**src/rtl/cdb_tag_tracker.sv**
```systemverilog
// cdb_tag_tracker: receiving end of the common data bus.
// Allocates result tags to issuing instructions, publishes the per-register
// pending-tag table, captures CDB broadcasts, writes results back to the
// register heap and frees the tags.
// Optional build macro: CDB_TAG_CHECK_EN adds the sticky tagErr output that
// flags spurious broadcasts (free tag on the bus) and issue overflow.
module cdb_tag_tracker #(
   parameter int TAG_W = 3,
   parameter int REG_N = 32
) (
   input  logic                   clk,
   input  logic                   rst,
   input  logic                   issueValid,
   input  logic [4:0]             issueRd,
   output logic                   issueReady,
   output logic [TAG_W-1:0]       issueTag,
   output logic [REG_N*TAG_W-1:0] regState,
   input  logic [31:0]            cdbData,
   input  logic [TAG_W-1:0]       cdbId,
   input  logic                   cdbInt,
   output logic                   wbEn,
   output logic [4:0]             wbAddr,
   output logic [31:0]            wbData,
`ifdef CDB_TAG_CHECK_EN
   output logic                   tagErr,
`endif
   output logic [TAG_W-1:0]       busyCount
);

   localparam int TAG_N = 1 << TAG_W;

   // busy_reg[0] is never set: tag 0 is the "no producer" marker
   logic [TAG_N-1:0]  busy_reg;
   logic [TAG_N-1:0]  busy_next;
   logic [4:0]        dest_reg [TAG_N];
   logic [TAG_W-1:0]  rs_reg   [REG_N];
   logic [TAG_W-1:0]  busy_count_reg;
   logic              wb_en_reg;
   logic [4:0]        wb_addr_reg;
   logic [31:0]       wb_data_reg;

   logic              alloc;
   logic              capture;
   logic [4:0]        cap_dest;
   logic              free_found;
   logic [TAG_W-1:0]  free_tag;

   // Lowest-numbered free tag among 1..TAG_N-1 (scan downward so the lowest wins)
   always_comb begin
      free_found = 1'b0;
      free_tag   = '0;
      for (int t = TAG_N - 1; t >= 1; t--) begin
         if (!busy_reg[t]) begin
            free_found = 1'b1;
            free_tag   = TAG_W'(t);
         end
      end
   end

   assign issueReady = free_found;
   assign issueTag   = free_tag;

   assign alloc    = issueValid && issueReady;
   // Internal traffic, idle bus and broadcasts naming a free tag are ignored
   assign capture  = (cdbId != '0) && !cdbInt && busy_reg[cdbId];
   assign cap_dest = dest_reg[cdbId];

   // Next busy map: the allocated tag is free and the captured one busy, so
   // the two updates never touch the same bit.
   always_comb begin
      busy_next = busy_reg;
      if (capture) busy_next[cdbId] = 1'b0;
      if (alloc)   busy_next[free_tag] = 1'b1;
      busy_next[0] = 1'b0;
   end

   // Tag bookkeeping: busy map, destination per tag and allocation count
   always_ff @(posedge clk or negedge rst) begin
      if (!rst) begin
         busy_reg       <= '0;
         busy_count_reg <= '0;
         for (int t = 0; t < TAG_N; t++) dest_reg[t] <= '0;
      end else begin
         busy_reg <= busy_next;
         if (alloc) dest_reg[free_tag] <= issueRd;
         if (alloc && !capture)
            busy_count_reg <= busy_count_reg + 1'b1;
         else if (capture && !alloc)
            busy_count_reg <= busy_count_reg - 1'b1;
      end
   end

   assign busyCount = busy_count_reg;

   // Register heap write port: one pulse per accepted capture, data held otherwise
   always_ff @(posedge clk or negedge rst) begin
      if (!rst) begin
         wb_en_reg   <= 1'b0;
         wb_addr_reg <= '0;
         wb_data_reg <= '0;
      end else begin
         wb_en_reg <= 1'b0;
         if (capture) begin
            wb_en_reg   <= (cap_dest != 5'd0);
            wb_addr_reg <= cap_dest;
            wb_data_reg <= cdbData;
         end
      end
   end

   assign wbEn   = wb_en_reg;
   assign wbAddr = wb_addr_reg;
   assign wbData = wb_data_reg;

   // Register 0 is hardwired and never renamed
   always_comb rs_reg[0] = '0;
   assign regState[TAG_W-1:0] = '0;

   generate
      for (genvar gi = 1; gi < REG_N; gi++) begin : g_reg
         // Pending tag for register gi: a new rename wins over a capture, and a
         // capture only clears the field if it still names the broadcast tag.
         always_ff @(posedge clk or negedge rst) begin
            if (!rst) begin
               rs_reg[gi] <= '0;
            end else if (alloc && (issueRd == 5'(gi))) begin
               rs_reg[gi] <= free_tag;
            end else if (capture && (cap_dest == 5'(gi)) && (rs_reg[gi] == cdbId)) begin
               rs_reg[gi] <= '0;
            end
         end
         assign regState[gi*TAG_W +: TAG_W] = rs_reg[gi];
      end
   endgenerate

`ifdef CDB_TAG_CHECK_EN
   logic tag_err_reg;

   // Sticky error: spurious broadcast of a free tag, or issue while full
   always_ff @(posedge clk or negedge rst) begin
      if (!rst) begin
         tag_err_reg <= 1'b0;
      end else if (((cdbId != '0) && !cdbInt && !busy_reg[cdbId]) ||
                   (issueValid && !issueReady)) begin
         tag_err_reg <= 1'b1;
      end
   end

   assign tagErr = tag_err_reg;
`endif

endmodule
```
**config.mk**
```make
export PLATFORM = sky130hd
export DESIGN_NAME = cdb_tag_tracker
export DESIGN_NICKNAME = d
export VERILOG_FILES = /design/src/rtl/cdb_tag_tracker.sv
export SDC_FILE = /design/constraint.sdc
export NUM_CORES = 1
export LEC_CHECK = 0
export ABC_CLOCK_PERIOD_IN_PS = 5800
export CELL_PAD_IN_SITES_DETAIL_PLACEMENT = 1
export CELL_PAD_IN_SITES_GLOBAL_PLACEMENT = 2
export CORE_UTILIZATION = 35
export CTS_CLUSTER_SIZE = 20
export DETAILED_ROUTE_END_ITERATION = 10
export GPL_TIMING_DRIVEN = 0
export PLACE_DENSITY_LB_ADDON = 0.15
export SLEW_MARGIN = 20
export SYNTH_ARGS = -nofsm -noshare
export SYNTH_HDL_FRONTEND = slang
export SYNTH_SLANG_ARGS = --single-unit
```
**constraint.sdc**
```tcl
create_clock -name clk -period 5.8 [get_ports clk]
set_input_delay 0.58 -clock clk [delete_from_list [all_inputs] [get_ports clk]]
set_output_delay 0.58 -clock clk [all_outputs]
set_load 0.005 [all_outputs]
```
## Yosys cells after proc, flatten, opt, wreduce, memory -nomap -nowiden

Index checks and enable logic that the tools add are counted.

- Register bits: 181

- $add $sub $neg: 2
- Magnitude comparators: 7
- Equal/unequal tests: 93
- Multiplexer cells: 93
- Bitwise operators: 5
- Reduce and logical (&&, ||, !) cells: 138

Operator list:

| kind | number |
|---|---|
| $mux 3 | 71 |
| $eq 5x5->1 const B | 32 |
| $logic_and 1x1->1 | 101 |
| $eq 3x3->1 | 31 |
| $eq 5x4->1 const B | 16 |
| $reduce_bool 2->1 | 32 |
| $bwmux 40 | 1 |
| $eq 5x3->1 const B | 8 |
| $eq 5x2->1 const B | 4 |
| $mux 8 | 2 |
| $bmux 5 s3 | 1 |
| $demux 5 s3 | 1 |
| $mux 5 | 3 |
| $mux 1 | 11 |
| $eq 5x1->1 const B | 2 |
| $and 8x8->8 | 1 |
| $ge 4x4->1 const B | 2 |
| $lt 3x4->1 const B | 2 |
| $not 3->4 | 2 |
| $not 8->8 | 1 |
| $or 8x8->8 | 1 |
| $demux 1 s3 | 2 |
| $ge 3x1->1 const B | 2 |
| $reduce_bool 5->1 | 1 |
| other kinds (6) | 8 |

## Longest topological paths before layout

Gate-level depths: netlist of the first run.

- Depth in word-level cells: 13
- Mapped depth: 12
- Mapped depth without buffers: 10

## Worst setup path after synthesis of the first run

Ideal clock, no wire load.

- Kind: input-to-reg
- From: in cdbId[2]
- To: reg busy_count_reg[2], in the netlist busyCount[2]
- Setup time: 0.079 ns
- Arrival time: 2.969 ns
- Data required time: 5.721 ns
- Setup slack: 2.752 ns
- Stages: 12
- Path buffers: 2
- Cell sequence: buf_2 > mux4_2 > nor2b_1 > nor3_4 > inv_2 > clkbuf_1 > ha_1 > inv_1 > fa_1 > xor2_1 > nor2_1 > xor2_1

- Word-level cells in the longest chain between the ends: 6
- Elaborated cells between the ends (all ways): 10
- Classes of those cells: mux: 3; reduce/logical: 7

Ends and longest elaborated chain:

| what | line | source |
|---|---|---|
| start: declaration | 19 | `input logic [TAG_W-1:0] cdbId,` |
| $bmux 1 s3 / $reduce_bool 3->1 (equally long branches) | 65 | `assign capture = (cdbId != '0) && !cdbInt && busy_reg[cdbId];` |
| $mux 1 (implied by the code) / $logic_and 1x1->1 (equally long branches) | 65 |  |
| $logic_and 1x1->1 (*) | 65 |  |
| $logic_not 1->1 | 86 | `if (alloc && !capture)` |
| $logic_and 1x1->1 | 86 |  |
| $mux 3 / $reduce_bool 2->1 (equally long branches) | - |  |
| end signal: assignment | 87 | `busy_count_reg <= busy_count_reg + 1'b1;` |
| end signal: assignment | 89 | `busy_count_reg <= busy_count_reg - 1'b1;` |
| end: declaration | 37 | `logic [TAG_W-1:0] busy_count_reg;` |

Every way passes the cells marked *; elsewhere a longest branch is shown, timed or not. The select of a mux whose other input is x is not followed.
A chain may end at the register's enable or synchronous reset.

## Worst setup path in the final report of the first run

- From: reg busy_reg[6]
- To: out issueTag[0]

- Word-level cells in the longest chain between the ends: 6

Ends and longest elaborated chain:

| what | line | source |
|---|---|---|
| start: declaration | 33 | `logic [TAG_N-1:0] busy_reg;` |
| start signal: assignment | 84 | `busy_reg <= busy_next;` |
| $mux 3 (6 in series) | 53 | `if (!busy_reg[t]) begin` |
| end: declaration | 16 | `output logic [TAG_W-1:0] issueTag,` |

Every way passes these cells.

==> results.sh, run 1 <==
export IMPL_dp_worst_setup_slack_ns=1.60
export IMPL_vias=7619
export IMPL_synth_top_family_by_area="simple AND/OR/NAND/NOR gates"
export IMPL_slew_headroom_pct=35.2
export IMPL_async_reset_ff_share_pct=100
export IMPL_drc_errors=0
export IMPL_rsz0062_at_grt="no"
export IMPL_finalCritPeriodShare_pct=69.8
export IMPL_cts_buffers=17
export IMPL_synth_xor_area_share_pct=9.32
export IMPL_reg2reg_to="busyCount[2]$_DFFE_PN0P_"
export IMPL_holdCritPathClass="input pin to asynchronous set/reset pin"
export IMPL_synth_area_leaders="dfrtp_1 (50%), xnor2_1 (8.8%), nand2_1 (6.4%)"
export IMPL_grtUsageTotal_pct=23.9
export IMPL_worst_path_largest_cell_delay_ns=0.60
export IMPL_skew_ns=0.0185
export IMPL_via_per_inst=5.27
export IMPL_synthToLayoutAreaGrowth_pct=31.4
export IMPL_drt_iter0_markers=464
export IMPL_cts_sinks=181
export IMPL_insertion_delay_ns=0.44
export IMPL_vdd_drop_max_v=0.000204
export IMPL_ys_seq_area_share_pct=50.2
export IMPL_core_area_um2=25300
export IMPL_ys_flop_type="dfrtp_1"
export IMPL_swShare_pct=37.7
export IMPL_gp_congestion=0.830
export IMPL_switchingPower_mw=2.31
export IMPL_r2r_cells=11
export IMPL_cp_max_fo=10
export IMPL_maxCapViolations=0
export IMPL_cts_resized=0
export IMPL_nets=1149
export IMPL_postRouteAntennaNets=0
export IMPL_synthDistinctLibCells=65
export IMPL_startpoint_type="flop"
export IMPL_synth_compound_area_share_pct=8.50
export IMPL_arrival_ns=3.47
export IMPL_final_setup_viol_count=0
export IMPL_cp_end_kind="output port"
export IMPL_regArea_um2=4530
export IMPL_yosysTopAreaCell="dfrtp_1"
export IMPL_r2r_start="busy_reg[5]$_DFF_PN0_"
export IMPL_clock_path_buffers=2
export IMPL_layout_commonest_cell="dfrtp_1"
export IMPL_yosys_area_share_adder_pct=0.360
export IMPL_clk_pin_slew_ns=0.08
export IMPL_wl_per_cell_um=21.1
export IMPL_netlist_area_um2=9020
export IMPL_drt_total_wl_um=30600
export IMPL_layout_common_cells="dfrtp_1 (181), clkdlybuf4s50_1 (177), nand2_1 (155)"
export IMPL_pwr_share_clk_pct=18.4
export IMPL_io_pins=185
export IMPL_fin_crit_ns=4.05
export IMPL_dieWidth_um=163
export IMPL_synthSimpleGateAreaFrac_pct=19.3
export IMPL_synth_edf_count=0
export IMPL_netlist_instances=901
export IMPL_startpoint="busy_reg[6]$_DFF_PN0_"
export IMPL_fin_ws_ns=1.75
export IMPL_drive_above_1_share_pct=9.86
export IMPL_grt_pass1_vias=7912
export IMPL_pwr_share_comb_pct=44.3
export IMPL_synth_top_area_share_pct=50.2
export IMPL_required_ns=5.22
export IMPL_cp_cell_sequence="inv_1 -> o21ai_0 -> a21boi_0 -> o21a_1 -> clkbuf_1 -> clkinv_1 -> clkbuf_1 -> clkdlybuf4s50_1"
export IMPL_rows=58
export IMPL_power_density_nw_per_um2=518
export IMPL_p_leak_nw=4.95
export IMPL_muxShareOfSynthArea_pct=9.03
export IMPL_r2r_slack_ns=2.58
export IMPL_cts_tree="yes"
export IMPL_postSynthAreaPerCell_um2=10.0
export IMPL_grt_pass1_wl_um=47300
export IMPL_fin_tns_setup_ns=0
export IMPL_hold_violations=0
export IMPL_maxSlewViolCount=0
export IMPL_worstSetupPathType="flop to output port"
export IMPL_p_int_mw=3.83
export IMPL_cpMaxStageDelayCell="clkinv_1"
export IMPL_postLayoutCellArea_um2=11900
export IMPL_num_antenna_cells=0
export IMPL_ys_seq_elements=181
export IMPL_largest_register_ff_count=93
export IMPL_status="finished clean"
export IMPL_cts_setup_buffers=0
export IMPL_multi_input_area_um2=4210
export IMPL_dieArea_um2=26400
export IMPL_fill_cells=2818
export IMPL_grt_antenna_before_repair=0
export IMPL_htree_levels=4
export IMPL_io_buffers=178
export IMPL_seqPwrFrac_pct=37.4
export IMPL_start_util_pct=35.7
export IMPL_grt_max_degree=77
export IMPL_power_mw=6.14
export IMPL_hpwl_um=21900
export IMPL_final_util_pct=47.0
export IMPL_yosys_warnings=0
export IMPL_crit_path_frequent_cell="clkbuf_1"
export IMPL_max_freq_ghz=0.247
export IMPL_cts_root_buf="clkbuf_16"
export IMPL_die_y_um=163
export IMPL_ctsHoldBuffers=0
export IMPL_overflow=0
export IMPL_drt_pass1_iter_count=7
export IMPL_worst_slew_pin_slew_ns=0.972
export IMPL_post_dp_cell_area_um2=11300
==> power groups by stage <==
stage                     Sequential [mW]  Clock [mW]  Combinational, mW
after global placement               2.31           0               2.66
after CTS                            2.30        1.15               2.74
final                                2.30        1.13               2.72
after floorplan                      2.24           0               1.28
after detailed placement             2.32           0               2.73
after global routing                 2.37        1.19               2.95
==> worst max path at each step <==
| stage | to | slack (ns) |
|---|---|---|
| 3_3_place_gp | wbData[7]$_DFFE_PN0P_ | -3.96 |
| 4_1_cts | issueTag[0] | 1.70 |
| 6_report | issueTag[0] | 1.75 |
| 5_1_grt | issueTag[0] | 1.55 |
| 3_5_place_dp | busyCount[2]$_DFFE_PN0P_ | 1.60 |
| 2_1_floorplan | busyCount[2]$_DFFE_PN0P_ | 2.75 |
==> cells in the mapped netlist, types with 3 or more instances <==
| master | count |
|---|---|
| dfrtp_1 | 181 |
| nand2_1 | 155 |
| xnor2_1 | 91 |
| nor2_1 | 85 |
| nand3_1 | 44 |
| mux2_2 | 39 |
| clkbuf_1 | 35 |
| o22ai_1 | 34 |
| a21oi_1 | 30 |
| nand4_1 | 20 |
| nor4_1 | 19 |
| mux2i_1 | 18 |
| buf_1 | 12 |
| buf_2 | 10 |
| o2bb2ai_1 | 10 |
| a211oi_1 | 7 |
| a22o_1 | 7 |
| o21ai_0 | 7 |
| inv_1 | 6 |
| mux4_2 | 6 |
| nand2b_1 | 6 |
| nor2b_1 | 6 |
| nor3_1 | 6 |
| xor2_1 | 5 |
| and4_1 | 4 |
| nand4b_1 | 4 |
| a31oi_1 | 3 |
| buf_4 | 3 |
| nor3_2 | 3 |
==> cell type report <==
class                      instances  area share (%)
multi-input combinational        652            35.5
timing repair buffer             181            15.6
sequential                       181            38.2
tap                              330            3.48
clock inverter                    13           0.981
inverter                           8           0.253
buffer                            62            2.24
clock buffer                      19            3.74
==> critical path, delay by kind of cell (launching register included) <==
family,cells,cell delay (ns)
buf+inv,5,2.18
flops,1,0.43
compound gates,3,0.41
==> through the flow <==
stage | hold WS (ns) | instances
6_report | 0.00975 | 1446
5_1_grt | 0.0196 | 1446
4_1_cts | 0.0148 | 1446
3_5_place_dp | 0.447 | 1414
3_3_place_gp | 0.440 | 1411
2_1_floorplan | 0.284 | 903
==> logic make-up (layout without fill, tap and decap cells) <==
logic type,Yosys count,after routing
AND/OR/NAND/NOR,369,369
flip-flops,181,181
AO/OA/AOI/OAI,116,116
XOR/XNOR,96,96
buffers and inverters,70,283
multiplexers,66,66
adder cells (fa/ha/maj),2,2
other,1,3
==> per-layer routing <==
| metal | vias to the layer above | share of wire (%) | GRT usage (%) |
|---|---|---|---|
| met1 | 3897 | 45 | 31.4 |
| met4 | 0 | 1.6 | 6.84 |
| li1 | 3527 | - | - |
| met5 | - | 0 | 0 |
| met3 | 33 | 3.9 | 4.35 |
| met2 | 162 | 50 | 40.0 |
Note: power is estimated with default switching activity, not from simulation.
==> inputs of run 2 (changes only) <==
ABC_CLOCK_PERIOD_IN_PS = 3370   (was 5800)
CORE_UTILIZATION = 29   (was 35)
clock period = 3.37 ns   (was 5.8 ns; I/O delays follow)
==> results.sh, run 2 (same netlist as run 1, synthesis figures left out) <==
export IMPL_status="finished clean"
export IMPL_wl_per_cell_um=21.3
export IMPL_dieArea_um2=31800
export IMPL_cp_max_fo=10
export IMPL_via_per_inst=4.95
export IMPL_grt_pass1_vias=7766
export IMPL_htree_levels=4
export IMPL_maxSlewViolCount=0
export IMPL_cts_buffers=17
export IMPL_p_leak_nw=4.96
export IMPL_hold_violations=0
export IMPL_io_buffers=178
export IMPL_die_y_um=178
export IMPL_power_density_nw_per_um2=893
export IMPL_arrival_ns=3.57
export IMPL_path_depth=10
export IMPL_grt_max_degree=77
export IMPL_cpMaxStageDelayCell="nor4_1"
export IMPL_grt_antenna_before_repair=1
export IMPL_insertion_delay_ns=0.44
export IMPL_postRouteAntennaNets=0
export IMPL_rsz0062_at_grt="yes"
export IMPL_fin_crit_ns=3.26
export IMPL_power_mw=10.8
export IMPL_grtUsageTotal_pct=20.8
export IMPL_dieWidth_um=178
export IMPL_drc_errors=0
export IMPL_synthToLayoutAreaGrowth_pct=33.6
export IMPL_cpLargestDelayFamily="simple AND/OR/NAND/NOR gates"
export IMPL_cts_root_buf="clkbuf_16"
export IMPL_core_area_um2=30600
export IMPL_layout_commonest_cell="dfrtp_1"
export IMPL_drt_total_wl_um=32200
export IMPL_path_buf_inv=4
export IMPL_drt_pass1_iter_count=4
export IMPL_clock_path_buffers=2
export IMPL_max_freq_ghz=0.307
export IMPL_maxCapViolations=0
export IMPL_r2r_cells=9
export IMPL_cp_end_kind="flop"
export IMPL_final_util_pct=39.4
export IMPL_nets=1148
export IMPL_start_util_pct=29.5
export IMPL_post_dp_cell_area_um2=11400
export IMPL_drt_iter0_markers=420
export IMPL_cp_cell_sequence="clkdlybuf4s50_1 -> buf_6 -> buf_2 -> mux2i_1 -> o22ai_1 -> nor3_4 -> nand2_1 -> clkbuf_1 -> nor4_1 -> nor2_1"
export IMPL_final_setup_viol_count=0
export IMPL_worst_path_largest_cell_delay_ns=0.66
export IMPL_whs_ns=0.383
export IMPL_vdd_drop_max_v=0.000329
export IMPL_postLayoutCellArea_um2=12100
export IMPL_gp_congestion=0.811
export IMPL_startpoint_type="input pin"
export IMPL_num_antenna_cells=0
export IMPL_worstSetupPathType="input pin to flop"
export IMPL_grt_pass1_wl_um=49000
export IMPL_skew_ns=0.0172
export IMPL_largest_register_ff_count=93
export IMPL_holdCritPathClass="input pin to asynchronous set/reset pin"
export IMPL_finalCritPeriodShare_pct=96.6
export IMPL_worst_slew_pin_slew_ns=1.10
export IMPL_vias=7477
export IMPL_layout_common_cells="dfrtp_1 (181), clkdlybuf4s50_1 (177), nand2_1 (155)"
export IMPL_slew_headroom_pct=26.9
export IMPL_cts_sinks=181
export IMPL_drive_above_1_share_pct=11.2
export IMPL_overflow=0
export IMPL_io_pins=185
export IMPL_cts_tree="yes"
export IMPL_required_ns=3.68
export IMPL_hpwl_um=22600
export IMPL_clk_pin_slew_ns=0.08
export IMPL_rows=64
run 2: cell count changes in the layout (fill, tap and decap cells not counted), sizes merged:
cell | before | now
clkinvlp | 2 | 4
bufinv | 0 | 2
clkbuf | 55 | 54
inv | 13 | 9
clkinv | 6 | 3
dlygate4sd3 | 0 | 1
run 2: metrics by stage:
stage	setup WS, ns	TNS (ns)	cells
6_report	0.115	0	1509
5_1_grt	-0.0688	-0.660	1509
4_1_cts	0.112	0	1509
3_5_place_dp	-0.635	-30.85	1480
3_3_place_gp	-6.42	-1185.07	1477
2_1_floorplan	0.565	0	903
run 2: routing by layer:
metal | global-route usage [%] | wire length [um] | vias up
li1 | - | - | 3530
met1 | 29.7 | 15400 | 3764
met2 | 32.7 | 15100 | 160
met3 | 3.20 | 1280 | 23
met4 | 5.72 | 407 | 0
met5 | 0 | 0 | -
run 2: final timing paths:
kind	start	to	slack (ns)
worst max-delay path	cdbId[0]	regState[12]$_DFFE_PN0P_	0.11
worst min-delay path	rst	regState[11]$_DFFE_PN0P_	0.38
worst max register to register	busy_reg[1]$_DFF_PN0_	regState[16]$_DFFE_PN0P_	0.41
worst min register to register	dest_reg[37]$_DFFE_PN0P_	dest_reg[37]$_DFFE_PN0P_	0.46
max in group asynchronous	rst	wbData[17]$_DFFE_PN0P_	2.25
min in group clk	cdbId[1]	busy_reg[2]$_DFF_PN0_	0.41
run 2: layout make-up:
type	count	area, um^2
Tap cell	396	495
Fill cell	3485	18500
Multi-Input combinational cell	652	4310
Inverter	8	31.3
Sequential cell	181	4530
Timing Repair Buffer	182	1860
Clock buffer	20	457
Clock inverter	10	125
Buffer	60	259
run 2: worst reg2reg max path: cells and delay by family, from the launching register on:
kind                   cells  cell delay [ns]
DFF                        1             0.36
AOI/OAI and AO/OA          1             0.70
buffers and inverters      3             0.86
and+or+nand+nor            5             0.97
run 2: power by group:
| group | switching, mW | total (mW) | internal (mW) |
|---|---|---|---|
| sequential | 0.866 | 3.98 | 3.11 |
| clock | 0.921 | 2.05 | 1.13 |
| combinational | 2.24 | 4.74 | 2.50 |
run 2: repair_timing:
item | CTS | global route
endpoints found under the setup margin | 26 | 39
setup buffers | 0 | 0
hold buffers | 1 | 0
hold endpoints to repair | 39 | 0
resized for setup | 5 | 14
